`config.mk`:
```
export PLATFORM = sky130hd
export DESIGN_NAME = acumulador_com_sinal
export DESIGN_NICKNAME = d
export VERILOG_FILES = /design/src/rtl/numeros_pkg.sv /design/src/rtl/extensor_sinal.sv /design/src/rtl/acumulador_com_sinal.sv
export SDC_FILE = /design/constraint.sdc
export NUM_CORES = 1
export LEC_CHECK = 0
export ABC_AREA = 1
export CORE_MARGIN = 5
export CORE_UTILIZATION = 45
export DETAILED_ROUTE_END_ITERATION = 12
export PLACE_DENSITY = 0.7
export SLEW_MARGIN = 20
export SYNTH_ARGS = -nofsm -noshare
export SYNTH_HDL_FRONTEND = slang
export SYNTH_SLANG_ARGS = --single-unit
```
`constraint.sdc`:
```
create_clock -name clk -period 5.2 [get_ports clk]
set_input_delay 1.56 -clock clk [delete_from_list [all_inputs] [get_ports clk]]
set_output_delay 1.56 -clock clk [all_outputs]
set_load 0.02 [all_outputs]
```
`src/rtl/numeros_pkg.sv`:
```
// rtl/numeros_pkg.sv - shared widths and state type for the adder/accumulator datapath
package numeros_pkg;

  localparam int DATA_W = 8;
  localparam int ACC_W  = 12;

  typedef enum logic {
    ACUMULA,
    ENTREGA
  } estado_t;

endpackage

```
`src/rtl/extensor_sinal.sv`:
```
// rtl/extensor_sinal.sv - widens a sample to ACC_W, sign- or zero-extended by com_sinal
module extensor_sinal #(
  parameter int DATA_W = 8,
  parameter int ACC_W  = 12
) (
  input  logic [DATA_W-1:0] dado,
  input  logic              com_sinal,
  output logic [ACC_W-1:0]  estendido
);

  assign estendido = {{(ACC_W-DATA_W){com_sinal & dado[DATA_W-1]}}, dado};

endmodule

```
`src/rtl/acumulador_com_sinal.sv`:
```
// rtl/acumulador_com_sinal.sv - signed/unsigned block accumulator, saturation via ACUMULADOR_SATURACAO_EN
module acumulador_com_sinal #(
  parameter int DATA_W     = numeros_pkg::DATA_W,
  parameter int ACC_W      = numeros_pkg::ACC_W,
  parameter int N_AMOSTRAS = 4
) (
  input  logic              clk,
  input  logic              rst_n,
  input  logic [DATA_W-1:0] dado_in,
  input  logic              com_sinal,
  input  logic              dado_valido,
  output logic              dado_pronto,
  input  logic              limpar,
  output logic [ACC_W-1:0]  soma,
  output logic              soma_valida,
  input  logic              soma_pronta,
  output logic              estouro
);
  import numeros_pkg::*;

  localparam int CW = $clog2(N_AMOSTRAS);
  localparam logic [CW-1:0] ULTIMA = CW'(N_AMOSTRAS - 1);

  estado_t          estado;
  logic [ACC_W-1:0] acumulador;
  logic [ACC_W-1:0] amostra_ext;
  logic [ACC_W-1:0] proximo;
  logic [ACC_W:0]   soma_bruta;
  logic [CW-1:0]    contagem;
  logic             aceita;
  logic             ovf;

  extensor_sinal #(.DATA_W(DATA_W), .ACC_W(ACC_W)) u_extensor (
    .dado      (dado_in),
    .com_sinal (com_sinal),
    .estendido (amostra_ext)
  );

  assign dado_pronto = rst_n && (estado == ACUMULA) && !limpar;
  assign aceita      = dado_valido && dado_pronto;
  assign soma_bruta  = {1'b0, acumulador} + {1'b0, amostra_ext};

  // Overflow rule follows the interpretation of the sample being added.
  always_comb begin
    ovf = com_sinal
        ? ((acumulador[ACC_W-1] == amostra_ext[ACC_W-1]) &&
           (soma_bruta[ACC_W-1] != acumulador[ACC_W-1]))
        : soma_bruta[ACC_W];
    proximo = soma_bruta[ACC_W-1:0];
`ifdef ACUMULADOR_SATURACAO_EN
    if (ovf) begin
      if (!com_sinal)
        proximo = '1;
      else if (acumulador[ACC_W-1])
        proximo = {1'b1, {(ACC_W-1){1'b0}}};
      else
        proximo = {1'b0, {(ACC_W-1){1'b1}}};
    end
`endif
  end

  always_ff @(posedge clk or negedge rst_n) begin
    if (!rst_n) begin
      estado      <= ACUMULA;
      acumulador  <= '0;
      contagem    <= '0;
      soma        <= '0;
      soma_valida <= 1'b0;
      estouro     <= 1'b0;
    end else if (limpar) begin
      estado      <= ACUMULA;
      acumulador  <= '0;
      contagem    <= '0;
      soma_valida <= 1'b0;
      estouro     <= 1'b0;
    end else begin
      case (estado)
        ACUMULA: begin
          if (aceita) begin
            acumulador <= proximo;
            contagem   <= contagem + 1'b1;
            estouro    <= estouro | ovf;
            if (contagem == ULTIMA) begin
              soma        <= proximo;
              soma_valida <= 1'b1;
              estado      <= ENTREGA;
            end
          end
        end
        ENTREGA: begin
          if (soma_valida && soma_pronta) begin
            soma_valida <= 1'b0;
            acumulador  <= '0;
            contagem    <= '0;
            estouro     <= 1'b0;
            estado      <= ACUMULA;
          end
        end
        default: estado <= ACUMULA;
      endcase
    end
  end

endmodule

```
==> impl_summary.txt, run 1 <==
----------------------------------------------------
[Worst hold path]
  Hold/Removal Path Class ... flop to flop

[Synthesis]
  Post-synth design cell area ... 0.00167 mm^2
  Warnings, synthesis ... 0
  Synth unique cells ... 26
  Post-synthesis register bit count ... 29
  Most used flip-flop cell after synthesis ... sky130_fd_sc_hd__dfrtp_1
  Top cell type's share of synthesized area ... 43.6%
  Fraction of the yosys area taken by sequential cells ... 43.6%
  Leading area contributor after synthesis ... sky130_fd_sc_hd__dfrtp_1
  Async SR Flop Fraction ... 100%
  Mapped Avg Cell Area ... 8.05 um^2
  Post-Syn Nets ... 232
  Largest cells by area after synthesis ... sky130_fd_sc_hd__dfrtp_1 44%, sky130_fd_sc_hd__nand2_1 15%, sky130_fd_sc_hd__ha_1 7.5%
  Number of enable flip-flop cells after synthesis ... 0
  Instance count of the mapped netlist ... 207

[Placement]
  Port-buffer cells ... 28
  Pre-CTS setup slack ... 0.743 ns
  HPWL Detailed ... 2.77 mm
  Weighted congestion reported at the end of routability-driven placement ... 0.837

[CTS]
  Clock Pin Slew Worst Setup and Hold Paths ... 0.07 ns
  Number of buffers on the longest clock path ... 2
  Later-pin clock latency in the skew report ... 0.29 ns
  Post-CTS Setup Inserts ... 0
  Root buf cell ... sky130_fd_sc_hd__clkbuf_8
  Total clock buffers created by CTS ... 5
  H-tree depth ... 2
  CTS tree ... built
  # resized after CTS ... 0
  Number of sinks handled by clock tree synthesis ... 29
  Hold buffer count at CTS ... 0

[STA]
  Maximum clock frequency ... 0.224 GHz
  Final setup violating endpoints ... 0
  Final critical-path setup slack ... 0.740 ns
  Post-layout min period ... 4.46 ns
  Total negative setup slack ... 0 ns
  Tightest slew margin relative to the limit ... 54.0%
  Transition time of the tightest slew-check pin ... 0.688 ns
  Unrepaired setup endpoints after global routing ... no
  Post-route fraction of the period consumed by the critical path ... 85.8%
  Final Hold Vio Count ... 0
  Count of pins over their slew limit ... 0
  Final Skew ... 0.00650 ns

[Die]
  Initial Util ... 45.8%
  Top Ports ... 29
  Height of the die ... 70.8 um
  Core outline area ... 0.00363 mm^2
  Die X ... 70.8 um
  Placement row count ... 22
  Area of the die ... 0.00502 mm^2

[Drt]
  DRT Pass-1 Iters ... 4
  Overall via count from detail_route ... 1432
  Antenna viol nets, final ... 0
  DR iter-0 viols ... 48
  Total Routed Length ... 3.68 mm
  DRC violation count after routing ... 0
  Per-cell via count in the routed design ... 4.94
  Wirelength per Cell ... 12.7 um

[Global route]
  Tot GR Track Use ... 16.3%
  Vias in the first global route ... 1437
  Pin count of the biggest net entering global routing ... 30
  Antenna violations before repair ... 0
  Wire length of the first global-routing pass ... 6.39 mm
  Sum of overflow across all layers after global routing ... 0

[Cells and area]
  Leading cell type in the layout, fill and taps excluded ... sky130_fd_sc_hd__nand2_1
  Antenna fix cells ... 0
  Proportion of layout cells with a drive suffix above 1 ... 9.50%
  Number of nets in the layout ... 266
  Area of combinational cells with multiple inputs ... 830 um^2
  Synth-to-layout area growth ... 25.6%
  Area taken by flip-flops and latches ... 726 um^2
  Filler Cells Inserted ... 360
  Leading cell types in the layout, fill and taps excluded ... 65 x sky130_fd_sc_hd__nand2_1, 29 x sky130_fd_sc_hd__dfrtp_1, 28 x sky130_fd_sc_hd__clkdlybuf4s50_1, 23 x sky130_fd_sc_hd__inv_1, 15 x sky130_fd_sc_hd__o21ai_0

[Setup path]
  Req. time, crit path ... 3.64 ns
  Sort of element at the end of the critical path ... output port
  Highest net fanout along the worst path ... 2
  Arrival @ worst endpoint ... 2.90 ns
  Kind of launch point of the worst setup path ... input port
  CP Class ... input port to output port

[Power]
  Total leakage power ... 1.04 nW
  Power density relative to cell area ... 263 mW/mm^2
  VDD IR-drop max ... 0.167 mV

[Status]
  Status ... finished clean

[Flow run]
  Max-cap violation count ... 0

----------------------------------------------------
state kept, by name, indices dropped and copies added, names as in the netlist:
name         count
acumulador      12
soma            12
contagem         2
estado           1
estouro          1
soma_valida      1
routing by layer:
metal	part of all wire, %	GRT usage (%)	up-vias
met3	5.8	5.40	6
met5	0	0	-
li1	-	-	732
met4	1.4	6.47	0
met1	48	20.8	646
met2	45	25.3	48
final timing paths:
| check | cells after the start | startpoint | slack (ns) | endpoint |
|---|---|---|---|---|
| setup / recovery | 4 | rst_n | 0.74 | dado_pronto |
| hold / removal | 2 | soma[8] | 0.48 | soma[8] |
| setup reg to reg | 10 | acumulador[0] | 3.18 | soma[10] |
| hold reg to reg | 2 | soma[8] | 0.48 | soma[8] |
| max in group asynchronous | 2 | rst_n | 3.18 | soma[9] |
| min in group asynchronous | 2 | rst_n | 1.76 | acumulador[4] |
through the flow:
step           instance area, um^2  std cells  util [%]  hold WS (ns)  power [W]
2_1_floorplan                 1670        207         -         0.453   0.000325
3_3_place_gp                  2010        282      55.2         0.462   0.000367
3_5_place_dp                  2010        282      55.2         0.468   0.000369
4_1_cts                       2090        290      57.6         0.486   0.000559
5_1_grt                       2090        290      57.6         0.499   0.000583
6_report                      2090        290      57.6         0.483   0.000551
report_power, final:
| group | leakage, nW | switching, W | internal, W | total [W] |
|---|---|---|---|---|
| logic | 0.595 | 0.0000693 | 0.0000504 | 0.000120 |
| registers | 0.398 | 0.00000741 | 0.000238 | 0.000245 |
| clock network | 0.0439 | 0.0000940 | 0.0000921 | 0.000186 |
| total | 1.04 | 0.000171 | 0.000381 | 0.000551 |
worst max-delay path, stage by stage:
cell                              delay (ns)
sky130_fd_sc_hd__clkdlybuf4s50_1        0.53
sky130_fd_sc_hd__inv_1                  0.09
sky130_fd_sc_hd__nor2_4                 0.12
sky130_fd_sc_hd__clkdlybuf4s50_1        0.60
cell type report:
class	instances	area share (%)
clock buffers	5	3.29
clock inverters	3	0.837
inverters	25	4.55
multi-input cells	150	39.7
flip-flops and latches	29	34.7
well taps	48	2.87
repair buffers	30	14.1
synthesized netlist by cell type (all sizes together) (3+ instances only):
library cell	count
buf	3
ha	10
xor2	3
nor2	13
dfrtp	29
a21oi	8
o21ai	17
nand3	12
o22ai	3
nand2	70
inv	24
xnor2	6
cell families (layout without fill, tap and decap cells):
logic type / after synthesis / after routing / share of synthesized area [%]
AND/OR/NAND/NOR: 96 / 96 / 24.3
AO/OA/AOI/OAI: 34 / 34 / 12.1
flip-flops: 29 / 29 / 43.6
buffers and inverters: 28 / 63 / 6.61
adder cells (fa/ha/maj): 11 / 11 / 8.72
XOR/XNOR: 9 / 9 / 4.73
Note: power is estimated with default switching activity, not from simulation.
==> run 2, diff against run 1 <==
--- a/config.mk
+++ b/config.mk
@@ -9,8 +9,9 @@
 export CORE_MARGIN = 5
 export CORE_UTILIZATION = 45
 export DETAILED_ROUTE_END_ITERATION = 12
+export HOLD_SLACK_MARGIN = 0.06
 export PLACE_DENSITY = 0.7
-export SLEW_MARGIN = 20
+export SLEW_MARGIN = 40
 export SYNTH_ARGS = -nofsm -noshare
 export SYNTH_HDL_FRONTEND = slang
 export SYNTH_SLANG_ARGS = --single-unit
==> results of run 2 <==
No change in the layout: final DEF, timing and power equal those of run 1.
